**src/rtl/ex_mul_sequencer.sv**
```systemverilog
// Iterative radix-2 shift-add multiply sequencer for the EX stage; stalls the pipe while running.
// Optional early exit on a drained multiplier is enabled by defining MUL_EARLY_EXIT_EN.
module ex_mul_sequencer #(
  parameter int unsigned WIDTH = 32
) (
  input  logic             clk,
  input  logic             rst,
  input  logic             ValidE,
  input  logic [2:0]       ALUControlE,
  input  logic [WIDTH-1:0] SrcAE,
  input  logic [WIDTH-1:0] SrcBE,
  input  logic             FlushE,
  output logic             MulStallE,
  output logic             MulDoneE,
  output logic [WIDTH-1:0] MulResultE,
  output logic             MulBusy
);

  localparam int unsigned CW = $clog2(WIDTH + 1);

  localparam logic [1:0] IDLE = 2'd0;
  localparam logic [1:0] RUN  = 2'd1;
  localparam logic [1:0] DONE = 2'd2;

  logic [1:0]       state;
  logic [1:0]       state_nxt;
  logic [WIDTH-1:0] mcand;
  logic [WIDTH-1:0] mplier;
  logic [WIDTH-1:0] acc;
  logic [CW-1:0]    cnt;
  logic [WIDTH-1:0] mplier_shr;
  logic             start;
  logic             last_iter;

  assign mplier_shr = mplier >> 1;
  assign start      = ValidE & (ALUControlE == 3'b010) & (state == IDLE) & ~FlushE & ~rst;

`ifdef MUL_EARLY_EXIT_EN
  assign last_iter = (cnt == CW'(1)) | (mplier_shr == '0);
`else
  assign last_iter = (cnt == CW'(1));
`endif

  always_ff @(posedge clk) begin
    if (rst) state <= IDLE;
    else     state <= state_nxt;
  end

  // Next-state logic; a flush aborts from any state.
  always_comb begin
    state_nxt = state;
    case (state)
      IDLE:    if (start) state_nxt = RUN;
      RUN:     if (last_iter) state_nxt = DONE;
      DONE:    state_nxt = IDLE;
      default: state_nxt = IDLE;
    endcase
    if (FlushE) state_nxt = IDLE;
  end

  // Shift-add datapath: operands captured only at start.
  always_ff @(posedge clk) begin
    if (rst) begin
      mcand  <= '0;
      mplier <= '0;
      acc    <= '0;
      cnt    <= '0;
    end else if (start) begin
      mcand  <= SrcAE;
      mplier <= SrcBE;
      acc    <= '0;
      cnt    <= CW'(WIDTH);
    end else if ((state == RUN) && !FlushE) begin
      if (mplier[0]) acc <= acc + mcand;
      mcand  <= mcand << 1;
      mplier <= mplier_shr;
      cnt    <= cnt - CW'(1);
    end
  end

  // Stall is combinational from start so the multiply never leaves EX on its first cycle.
  assign MulStallE  = ~rst & ~FlushE & (start | (state == RUN));
  assign MulDoneE   = (state == DONE);
  assign MulBusy    = (state != IDLE);
  assign MulResultE = acc;

endmodule

```
**config.mk**
```make
export PLATFORM = sky130hd
export DESIGN_NAME = ex_mul_sequencer
export DESIGN_NICKNAME = d
export VERILOG_FILES = /design/src/rtl/ex_mul_sequencer.sv
export SDC_FILE = /design/constraint.sdc
export NUM_CORES = 1
export LEC_CHECK = 0
export CORE_MARGIN = 2
export CORE_UTILIZATION = 57
export DETAILED_ROUTE_END_ITERATION = 8
export HOLD_SLACK_MARGIN = 0.06
export PLACE_DENSITY = 0.87
export SYNTH_ARGS = -nofsm -noshare
export SYNTH_HDL_FRONTEND = slang
export SYNTH_SLANG_ARGS = --single-unit
```
**constraint.sdc**
```tcl
create_clock -name clk -period 6.8 [get_ports clk]
set_clock_uncertainty 0.2 [all_clocks]
set_input_delay 0.68 -clock clk [delete_from_list [all_inputs] [get_ports clk]]
set_output_delay 0.68 -clock clk [all_outputs]
set_load 0.03 [all_outputs]
```
==> flow_metrics.env, run 1 <==
export IMPL_status="finished clean"
export IMPL_netlist_top_cells_area="dfxtp_1 35%, nand2_1 11%, a21oi_1 7.5%, ha_1 7.0%, a311oi_1 4.8%"
export IMPL_r2r_start="state[1]$_SDFFE_PN0P_"
export IMPL_num_vias=5788
export IMPL_synthCells=756
export IMPL_fin_crit_sh_pct=52.2
export IMPL_final_max_slew_viol_count=0
export IMPL_placed_area_mm2=0.00689
export IMPL_antenna_found_initial=0
export IMPL_rsz0062_at_grt="no"
export IMPL_grt_pass1_vias=5656
export IMPL_cpMostUsedCell="clkdlybuf4s50_1"
export IMPL_reg2reg_depth=7
export IMPL_final_common_cell="nand2_1"
export IMPL_drive_gt1_share_pct=4.83
export IMPL_wl_per_cell_um=15.6
export IMPL_synth_avg_cell_area_um2=7.80
export IMPL_hpwlAfterDp_um=10300
export IMPL_ir_drop_v=0.000201
export IMPL_worst_slew_pin_slew_ns=1.21
export IMPL_cpMaxStageDelayCell="clkdlybuf4s50_1"
export IMPL_utilization_pct=69.8
export IMPL_dp_cells=949
export IMPL_cpPeakStageDelay_ns=0.73
export IMPL_start_util_pct=57.9
export IMPL_io_pins=106
export IMPL_nets=929
export IMPL_fmax_ghz=0.282
export IMPL_core_area_mm2=0.0102
export IMPL_tns_ns=0
export IMPL_cp_num_cells=5
export IMPL_cts_inserted_buffers=9
export IMPL_setup_violations=0
export IMPL_finalHoldViolCount=0
export IMPL_clk_pin_slew_ns=0.11
export IMPL_crit_arrival_ns=2.67
export IMPL_synthFlopType="dfxtp_1"
export IMPL_root_buffer="clkbuf_8"
export IMPL_required_ns=5.92
export IMPL_final_fill_count=836
export IMPL_crit_path_cell_trace="clkdlybuf4s50_1, nor3_1, nand3_2, a211oi_1, clkdlybuf4s50_1"
export IMPL_ant_nets=0
export IMPL_powerDensity_mw_per_mm2=159
export IMPL_area_delta_synth_final_pct=20.6
export IMPL_drc_errors=0
export IMPL_min_from="mplier[25]$_SDFFE_PP0P_"
export IMPL_clock_latency_ns=0.38
export IMPL_ys_types=63
export IMPL_postLayoutCellArea_mm2=0.00711
export IMPL_clkSinkCount=104
export IMPL_io_buffers=105
export IMPL_insertedDiodeCount=0
export IMPL_worstSetupEndpoint="MulStallE"
export IMPL_crit_type="input port to output port"
export IMPL_tritoncts="yes"
export IMPL_cts_max_level=3
export IMPL_r2r_slack_ns=3.59
export IMPL_startpoint_type="input port"
export IMPL_initialDrtViolationCount=380
export IMPL_grt_pass1_wl_um=25200
export IMPL_wl_um=15100
export IMPL_ctsResizeCount=0
export IMPL_cts_hold_buf=0
export IMPL_die_w_um=106
export IMPL_regToRegEndpoint="MulResultE[31]$_SDFFE_PP0P_"
export IMPL_p_total_mw=1.13
export IMPL_max_slew_margin_pct=19.3
export IMPL_min_delay_path_class="flip-flop to flip-flop"
export IMPL_min_period_ns=3.55
export IMPL_ys_seq_elements=104
export IMPL_yosysSeqAreaShare_pct=35.3
export IMPL_path_max_fanout=5
export IMPL_cellLeakagePower_nw=2.59
export IMPL_post_synth_top_area_cell="dfxtp_1"
export IMPL_cp_end_kind="output port"
export IMPL_postCtsSetupBuffers=0
export IMPL_synth_nets=861
export IMPL_grt_usage_pct=27.1
export IMPL_crit_buf_inv=2
export IMPL_grt_max_degree=71
export IMPL_placementRows=37
export IMPL_drv_cap=0
export IMPL_synth_top_area_share_pct=35.3
export IMPL_dr_pass1_iters=6
export IMPL_via_per_inst=6.00
export IMPL_ys_async_sr_fraction_pct=0
export IMPL_ys_warn_count=0
export IMPL_place_congestion=0.950
export IMPL_synth_edff_count=0
export IMPL_syn_area_mm2=0.00589
export IMPL_clock_path_buffers=2
export IMPL_cp_top_family="buffers and inverters"
export IMPL_instances_no_fill=965
export IMPL_overflow=0
export IMPL_chipHeight_um=106
export IMPL_cp_startpoint="FlushE"
export IMPL_dieArea_mm2=0.0112
export IMPL_layout_common_cells="169 x nand2_1, 104 x dfxtp_1, 104 x clkdlybuf4s50_1"
metal layers:
metal | GRT usage, % | wire length (µm) | vias up
li1 | - | - | 2825
met1 | 32.0 | 6300 | 2702
met2 | 46.2 | 7220 | 211
met3 | 7.17 | 1120 | 50
met4 | 11.8 | 458 | 0
met5 | 0 | 0 | -
cell usage after synthesis, types with 14 or more instances:
master,n
a311oi_1,32
nand2_1,169
a21o_1,14
inv_1,15
a21oi_1,88
nor2_1,57
dfxtp_1,104
ha_1,33
o21ai_0,20
clkbuf_1,40
xnor2_1,15
a22oi_1,30
worst min path at each step:
stage | to | cells past startpoint
6_report | mplier[25]$_SDFFE_PP0P_ | 2
5_1_grt | mplier[11]$_SDFFE_PP0P_ | 2
4_1_cts | mplier[25]$_SDFFE_PP0P_ | 2
3_5_place_dp | mplier[25]$_SDFFE_PP0P_ | 2
3_3_place_gp | mplier[22]$_SDFFE_PP0P_ | 2
2_1_floorplan | mplier[10]$_SDFFE_PP0P_ | 2
tightest hold or removal path: stages (launching register included):
cell and delay [ns]:
dfxtp_1 0.33, nand2_1 0.05, a21oi_1 0.05
layout make-up:
class                           count  area (µm²)  share of cell area, %
Clock inverter                      7        95.1                   1.34
Inverter                           15        56.3                  0.792
Multi-Input combinational cell    584        3500                   49.2
Timing Repair Buffer              110        1080                   15.2
Tap cell                          136         170                   2.39
Clock buffer                        9         124                   1.74
Sequential cell                   104        2080                   29.3
sequential cells by signal (all words and copies together), names as in the netlist:
name and flops:
state 2, mplier 32, MulResultE 32, cnt 6
mcand 32
logic make-up (layout without fill, tap and decap cells):
| kind of cell | Yosys count | count (layout) | synth area share [%] |
|---|---|---|---|
| xor+xnor | 25 | 25 | 3.72 |
| mux | 2 | 2 | 0.340 |
| simple gates | 291 | 291 | 21.3 |
| buf+inv | 68 | 141 | 5.58 |
| compound gates | 232 | 232 | 26.3 |
| flops | 104 | 104 | 35.3 |
| fa+ha+maj | 34 | 34 | 7.35 |
stage by stage:
step | hold slack, ns | setup slack, ns
after floorplan | 0.236 | 3.83
after global placement | 0.242 | 3.04
after detailed placement | 0.246 | 2.93
after CTS | 0.263 | 3.24
after global routing | 0.288 | 3.07
final | 0.261 | 3.25
power by group:
group          internal (mW)  total, mW  switching, mW
registers              0.616      0.621        0.00525
clock network          0.182      0.428          0.246
logic                 0.0472     0.0835         0.0363
Power figures use the tool's default switching activity.
==> inputs of run 2 (changes only) <==
--- a/config.mk
+++ b/config.mk
@@ -6,10 +6,10 @@
 export NUM_CORES = 1
 export LEC_CHECK = 0
 export CORE_MARGIN = 2
-export CORE_UTILIZATION = 57
+export CORE_UTILIZATION = 48
 export DETAILED_ROUTE_END_ITERATION = 8
 export HOLD_SLACK_MARGIN = 0.06
-export PLACE_DENSITY = 0.87
+export PLACE_DENSITY = 0.78
 export SYNTH_ARGS = -nofsm -noshare
 export SYNTH_HDL_FRONTEND = slang
 export SYNTH_SLANG_ARGS = --single-unit
==> constraint.sdc (replaced) <==
create_clock -name clk -period 2.9 [get_ports clk]
set_clock_uncertainty 0.2 [all_clocks]
set_input_delay 0.29 -clock clk [delete_from_list [all_inputs] [get_ports clk]]
set_output_delay 0.29 -clock clk [all_outputs]
set_load 0.03 [all_outputs]
==> flow_metrics.env, run 2 (synthesis results as in run 1) <==
export IMPL_cp_end_kind="flip-flop"
export IMPL_top_usage_layer="met2"
export IMPL_setup_violations=0
export IMPL_nets=941
export IMPL_crit_path_cell_trace="ha_1, a21oi_1, o22ai_1, nor3_2, a21oi_2, o31ai_4, a21oi_1, or3_1, nand3_1"
export IMPL_cellLeakagePower_nw=2.69
export IMPL_clock_path_buffers=2
export IMPL_grt_usage_pct=24.1
export IMPL_layout_common_cells="169 x nand2_1, 104 x dfxtp_1, 103 x clkdlybuf4s50_1"
export IMPL_status="finished clean"
export IMPL_grt_pass1_wl_um=25400
export IMPL_min_delay_path_class="flip-flop to flip-flop"
export IMPL_powerDensity_mw_per_mm2=395
export IMPL_max_slew_margin_pct=23.8
export IMPL_startpoint_type="flip-flop"
export IMPL_hpwlAfterDp_um=11500
export IMPL_use_met2_pct=39.9
export IMPL_worstSetupEndpoint="MulResultE[29]$_SDFFE_PP0P_"
export IMPL_dieArea_mm2=0.0132
export IMPL_cts_inserted_buffers=9
export IMPL_cpPeakStageDelay_ns=0.43
export IMPL_use_met3_pct=5.64
export IMPL_r2r_start="MulResultE[10]$_SDFFE_PP0P_"
export IMPL_clk_pin_slew_ns=0.08
export IMPL_crit_type="flip-flop to flip-flop"
export IMPL_die_w_um=115
export IMPL_grt_pass1_vias=5388
export IMPL_multi_input_area_mm2=0.00352
export IMPL_grt_max_degree=65
export IMPL_antenna_found_initial=0
export IMPL_final_max_slew_viol_count=0
export IMPL_placementRows=40
export IMPL_cpMostUsedCell="a21oi_1"
export IMPL_dr_pass1_iters=5
export IMPL_start_util_pct=49.1
export IMPL_utilization_pct=60.9
export IMPL_io_pins=106
export IMPL_core_area_mm2=0.0120
export IMPL_wl_per_cell_um=16.1
export IMPL_drc_errors=0
export IMPL_p_total_mw=2.89
export IMPL_wl_um=15900
export IMPL_path_max_fanout=7
export IMPL_reg2reg_depth=9
export IMPL_crit_arrival_ns=2.90
export IMPL_area_delta_synth_final_pct=24.2
export IMPL_globalRouteMet1Util_pct=30.5
export IMPL_drive_gt1_share_pct=6.30
export IMPL_fmax_ghz=0.359
export IMPL_seq_area_mm2=0.00208
export IMPL_root_buffer="clkbuf_16"
export IMPL_ant_nets=0
export IMPL_via_per_inst=5.82
export IMPL_chipHeight_um=115
export IMPL_rsz0062_at_grt="no"
export IMPL_tns_ns=0
export IMPL_clkSinkCount=104
export IMPL_cp_startpoint="MulResultE[10]$_SDFFE_PP0P_"
export IMPL_final_common_cell="nand2_1"
export IMPL_initialDrtViolationCount=454
export IMPL_num_vias=5754
export IMPL_drv_cap=0
export IMPL_overflow=0
export IMPL_r2r_slack_ns=0.11
export IMPL_min_period_ns=2.79
export IMPL_required_ns=3.01
export IMPL_cts_max_level=3
export IMPL_final_fill_count=1076
export IMPL_regToRegEndpoint="MulResultE[29]$_SDFFE_PP0P_"
export IMPL_place_congestion=0.929
export IMPL_fin_crit_sh_pct=96.1
export IMPL_tritoncts="yes"
export IMPL_finalHoldViolCount=0
export IMPL_ir_drop_v=0.000288
export IMPL_worst_slew_pin_slew_ns=1.14
export IMPL_clock_latency_ns=0.37
export IMPL_io_buffers=105
export IMPL_insertedDiodeCount=0
export IMPL_cpMaxStageDelayCell="ha_1"
run 2: how the worst min path moves through the flow:
stage	depth (start not counted)	to	start
2_1_floorplan	1	state[1]$_SDFFE_PN0P_	FlushE
3_3_place_gp	2	mplier[4]$_SDFFE_PP0P_	mplier[4]$_SDFFE_PP0P_
3_5_place_dp	2	mplier[4]$_SDFFE_PP0P_	mplier[4]$_SDFFE_PP0P_
4_1_cts	2	mplier[4]$_SDFFE_PP0P_	mplier[4]$_SDFFE_PP0P_
5_1_grt	2	mplier[4]$_SDFFE_PP0P_	mplier[4]$_SDFFE_PP0P_
6_report	2	mplier[4]$_SDFFE_PP0P_	mplier[4]$_SDFFE_PP0P_
run 2: timing repair:
item	CTS	global route
setup buffers	0	0
hold endpoints to repair	2	0
hold buffers	1	0
endpoints found under the setup margin	0	2
gates resized for setup	0	3
run 2: where the power goes:
part,switching [mW],leakage [nW],internal (mW),total [mW]
clock,0.620,0.147,0.610,1.23
combinational,0.0891,1.71,0.116,0.205
sequential,0.0130,0.839,1.44,1.46
run 2: per-stage QoR:
step | hold slack (ns) | instances | worst slack (ns) | instance area, µm²
2_1_floorplan | 0.169 | 756 | 0.245 | 5890
3_5_place_dp | 0.248 | 971 | 0.118 | 7000
3_3_place_gp | 0.241 | 971 | 0.204 | 7000
6_report | 0.257 | 988 | 0.113 | 7320
5_1_grt | 0.273 | 988 | 0.00528 | 7320
4_1_cts | 0.259 | 988 | 0.0586 | 7300
run 2: layout make-up:
cell class / instances / area share, %
clock inverter: 7 / 0.957
timing repair buffer: 122 / 16.2
clock buffer: 9 / 3.08
multi-input combinational: 584 / 48.0
tap: 147 / 2.51
sequential: 104 / 28.4
inverter: 15 / 0.769
run 2: layer usage:
metal  share of wire [%]  wire length [µm]  vias up
li1                    -                 -     2853
met1                  44              7060     2667
met2                  47              7440      205
met3                 6.5              1030       29
met4                 2.5               395        0
met5                   0                 0        -
run 2: critical path, delay by kind of cell, from the launching register on:
family / cells / cell delay (ns)
DFF: 1 / 0.35
and+or+nand+nor: 3 / 0.77
AOI/OAI and AO/OA: 5 / 0.98
adders and majority gates: 1 / 0.43
==> variant 1: new RTL, settings of run 2 <==
Add a define of `MUL_EARLY_EXIT_EN`.
--- a/src/rtl/ex_mul_sequencer.sv
+++ b/src/rtl/ex_mul_sequencer.sv
@@ -2,2 +2,4 @@
 // Optional early exit on a drained multiplier is enabled by defining MUL_EARLY_EXIT_EN.
+`define MUL_EARLY_EXIT_EN
+
 module ex_mul_sequencer #(
Behaviour: not the same (a bounded check fails within 4 cycles, from zero or initial values and one cycle with rst high).
==> variant 1 against run 2 <==
- count of clock-buffer cells in the layout is the same
- power increased by 0.33%
- wire length increased by 1.6%
- sequential cell count did not move
- largest cell class unchanged
- area after synthesis decreased by 2.3%
- worst setup slack got worse by 31 ps
- clock power barely moved
- cell area rose by 1.3%
==> variant 1: results (changes against run 2) <==
status finished, final reports clean; RR Startpoint MulResultE[4]; layout cells sized above 1 9.35% (+3.1 points); top area cells in the synthesized netlist dfxtp_1 (36%), nand2_1 (10%), a21oi_1 (7.6%); initial drt markers 349 (-23%); hpwl dp 11,500 µm (+0.45%); CTS root buf clkbuf_16; fraction of registers with async set/reset 0% (unchanged); mux cell area share after synthesis 0.348% (+0.0078 points); met3 Use GR 5.05% (-0.59 points); n_diodes 0 (unchanged); syn_nets 837 (-2.8%); via count 5,740 (-0.24%); reg-to-reg critical path endpoint MulResultE[31]; # fillers 1,024 (-4.8%); overall fraction of global-route tracks in use 24.9% (+0.73 points); synth cell count leaders nand2_1 (159), dfxtp_1 (104), a21oi_1 (88); YS warnings 0 (unchanged); layout net count 934 (-0.74%); Pre-antenna DRT Iters 7 (+2); Seq/Total Area, Yosys 36.1% (+0.81 points); first-pass GRT wire length 26,000 µm (+2.3%); CP max FO 4 (-3); Compound-Gate Fraction of Synth Area 26.5% (+0.15 points); I/O Buffers 105 (unchanged); dpl ws -106 ps (-224 ps); synth unique cells 51 (-19%); GR Util met2 43.4% (+3.4 points); Clock Path Buffers 2 (unchanged); HP Class input pin to flop; number of global-route vias before repair 5,484 (+1.8%); initial antenna violation count 0 (unchanged); Worst slew margin 21.5% (-2.3 points); Routability Congestion 0.916 (-1.5%); critical path type flop to flop; largest net degree at the start of global routing 46 (-29%); CTS buffer count 9 (unchanged); latest clock arrival within the worst-skew pair 360 ps; Static Leak 0.00280 µW (+4.1%); Post-Synth XOR/XNOR Area 5.02% (+1.3 points); PnR worst setup slack 81.4 ps (-31.1 ps); Worst EP arrival 2910 ps (about the same); CTS clk-pin slew, worst paths 80 ps (about the same); Setup TNS 0 ps (unchanged); Peak VDD IR 315 µV (+9.3%); reg2reg path depth 10 (+1); post-synthesis adder-cell area fraction 7.52% (+0.17 points); Hold Startpoint SrcAE[0]; met1 global-route usage 31.1% (+0.57 points); H-Tree Depth 3 (unchanged); Routed WL 16,200 µm (+1.6%)
[variant 1: timing repair]
item,4_1_cts,5_1_grt
gates resized for setup,4,20
endpoints found under the setup margin,7,12
hold buffers,0,0
buffers inserted,0,5
gates cloned,0,0
pin swaps,2,3
[variant 1: kinds of logic after synthesis]
group | Yosys count
and+or+nand+nor | 280
AOI/OAI and AO/OA | 224
DFF | 104
buffers and inverters | 55
adders and majority gates | 34
xor gates and xnor gates | 33
muxes | 2
[variant 1: cell type report]
cell class                      count  share of cell area, %
Tap cell                          147                   2.48
Inverter                           11                  0.557
Timing Repair Buffer              130                   16.7
Clock inverter                      7                  0.945
Multi-Input combinational cell    573                   48.2
Sequential cell                   104                   28.1
Clock buffer                        9                   3.04
[variant 1: critical path: stages, from the launching register on]
cell,delay [ps]
dfxtp_1,380
ha_2,320
a21oi_4,190
o31ai_4,110
o211a_4,250
nor4_4,260
o41ai_4,130
a2111oi_4,410
nor3_2,90
nor3b_2,190
mux2i_1,210
[variant 1: worst min path at each step]
stage	slack, ps	endpoint	cells past startpoint
2_1_floorplan	170	state[0]	1
3_3_place_gp	260	mplier[23]	2
3_5_place_dp	270	MulResultE[5]	2
4_1_cts	280	mcand[0]	3
5_1_grt	270	mcand[0]	3
6_report	270	mcand[0]	3
[variant 1: report_power, final]
group,internal (µW),total [µW],switching [µW]
registers,1440,1460,14.4
logic,122,215,93.1
clock network,614,1230,614
[variant 1: metrics by stage]
stage / cell area, µm² / total power (µW) / instances
floorplan: 5760 / 1570 / 732
global placement: 6990 / 1700 / 960
detailed placement: 6990 / 1700 / 960
CTS: 7300 / 2910 / 976
global route: 7420 / 3000 / 981
finish: 7420 / 2900 / 981
[variant 1: layer usage]
metal	wire, µm	vias up
li1	-	2812
met1	6730	2709
met2	8020	193
met3	1120	26
met4	309	0
met5	0	-
==> variant 2: new RTL, settings of run 2 <==
Without the edit above. Reset style: asynchronous (`rst`), changed in 2 clocked blocks.
--- a/src/rtl/ex_mul_sequencer.sv
+++ b/src/rtl/ex_mul_sequencer.sv
@@ -43,3 +43,3 @@
 
-  always_ff @(posedge clk) begin
+  always_ff @(posedge clk or posedge rst) begin
     if (rst) state <= IDLE;
@@ -61,3 +61,3 @@
   // Shift-add datapath: operands captured only at start.
-  always_ff @(posedge clk) begin
+  always_ff @(posedge clk or posedge rst) begin
     if (rst) begin
Check against the original RTL: differs if rst is asserted again (counterexample within 4 cycles, from zero or initial values and one cycle with rst high); with rst held inactive, the same outputs for 4 cycles.
==> variant 2 against run 2 <==
- cell area is 3.8% higher
- count of clock-buffer cells in the layout rose by 1
- area after synthesis is 2.6% higher
- synthesized cell count is 7.4% lower
- hold slack got worse by 14 ps
- critical path depth stayed put
- critical endpoint is now MulResultE[21]
- wire length shrank 3.4%
- worst setup slack lost 2.4 ps
- sequential cell count stayed put
- cell count shrank 2.0%
- non-clock buffer count shrank 1
Power is not compared: it rests on default switching activity, and its combinational part moved more than twofold at a synthesized area within 25%.
==> variant 2: results (changes against run 2) <==
Post-Synthesis Cells 700 (-7.4%); synth cell count leaders nand2_1 (191), dfrtp_1 (104), nor2_1 (52); placed inst area 7280 µm² (+4.1%); overall fraction of global-route tracks in use 23.9% (-0.22 points); n_diodes 0 (unchanged); initial drt markers 345 (-24%); latest clock arrival within the worst-skew pair 360 ps; Worst path slowest cell dfrtp_1; HP Class input pin to flop; CP max FO 4 (-3); synth unique cells 62 (-1.6%); reg2reg path depth 9 (unchanged); GR Util met2 40.8% (+0.89 points); syn_nets 805 (-6.5%); Critical path origin MulResultE[1]; Routability Congestion 0.886 (-4.7%); CTS root buf clkbuf_16; met1 global-route usage 30.5% (about the same); status finished, final reports clean; Hold Path Stages 3 (+1); Static Leak 0.00345 µW; I/O Buffers 105 (unchanged); via count 5,437 (-5.5%); slowest stage delay, CP 410 ps (-20 ps); layout cells sized above 1 7.66% (+1.4 points); Worst slew margin 16.9% (-6.9 points); CTS buffer count 9 (unchanged); Peak VDD IR 398 µV; WL/cell 15.9 µm (-1.4%); first-pass GRT wire length 25,600 µm (+0.63%); placed cell count 951 (-2.1%); Routed WL 15,400 µm (-3.4%); YS warnings 0 (unchanged); critical path's top delay family compound AO/OA/AOI/OAI gates; top_reg_cell synth dfrtp_1; Worst EP arrival 2820 ps (-80 ps); number of global-route vias before repair 5,258 (-2.4%); Hold Startpoint SrcBE[31]; Pre-antenna DRT Iters 6 (+1); dpl ws 59.5 ps (-58.9 ps); Seq/Total Area, Yosys 43.0% (+7.7 points); H-Tree Depth 3 (unchanged); initial antenna violation count 0 (unchanged); hpwl dp 11,000 µm (-4.7%); FF+latch area 2600 µm² (+25%); # fillers 1,084 (+0.74%); top area cells in the synthesized netlist dfrtp_1 (43%), nand2_1 (12%), ha_1 (6.8%); met3 Use GR 6.38% (+0.74 points); Clock Path Buffers 2 (unchanged); CTS clk-pin slew, worst paths 70 ps; layout net count 896 (-4.8%); fraction of registers with async set/reset 100% (+100 points); largest net degree at the start of global routing 58 (-11%)
-- variant 2: worst paths after layout --
path                             endpoint  slack (ps)
hold reg to reg                mplier[26]         280
max in group asynchronous   MulResultE[6]         870
setup / recovery           MulResultE[21]         110
hold / removal                 mplier[31]         240
setup reg to reg           MulResultE[21]         110
min in group asynchronous        state[0]         410
-- variant 2: kinds of logic after synthesis --
family | after synthesis | synth area share [%]
flip-flops | 104 | 43.0
adder cells (fa/ha/maj) | 34 | 7.16
AO/OA/AOI/OAI | 181 | 20.9
AND/OR/NAND/NOR | 297 | 20.8
buffers and inverters | 52 | 3.48
multiplexers | 2 | 0.331
XOR/XNOR | 30 | 4.35
-- variant 2: layout make-up --
type                    count  area share (%)
repair buffers            121            15.4
clock inverters             6           0.889
clock buffers              10            3.01
well taps                 172            2.83
flip-flops and latches    104            34.2
multi-input cells         544            43.1
inverters                  11           0.593
-- variant 2: power breakdown --
group / internal [µW] / leakage (µW) / switching (µW) / total, µW
Clock: 673 / 0.000139 / 571 / 1240
Combinational: 704 / 0.00196 / 889 / 1590
Sequential: 1800 / 0.00136 / 287 / 2080
Total: 3170 / 0.00345 / 1750 / 4920
-- variant 2: layer usage --
layer / vias to the layer above / share of wire (%)
met5: - / 0
met4: 0 / 1.4
met3: 23 / 5.8
met2: 148 / 50
met1: 2623 / 43
li1: 2643 / -
-- variant 2: tightest hold or removal path, stage by stage --
cell	delay, ps
clkdlybuf4s50_1	400
nand2_1	50
nand2_1	40
-- variant 2: timing repair --
action / CTS / global route
buffers inserted: 0 / 1
setup endpoints to repair: 0 / 4
gates resized for setup: 0 / 5
hold endpoints to repair: 0 / 0
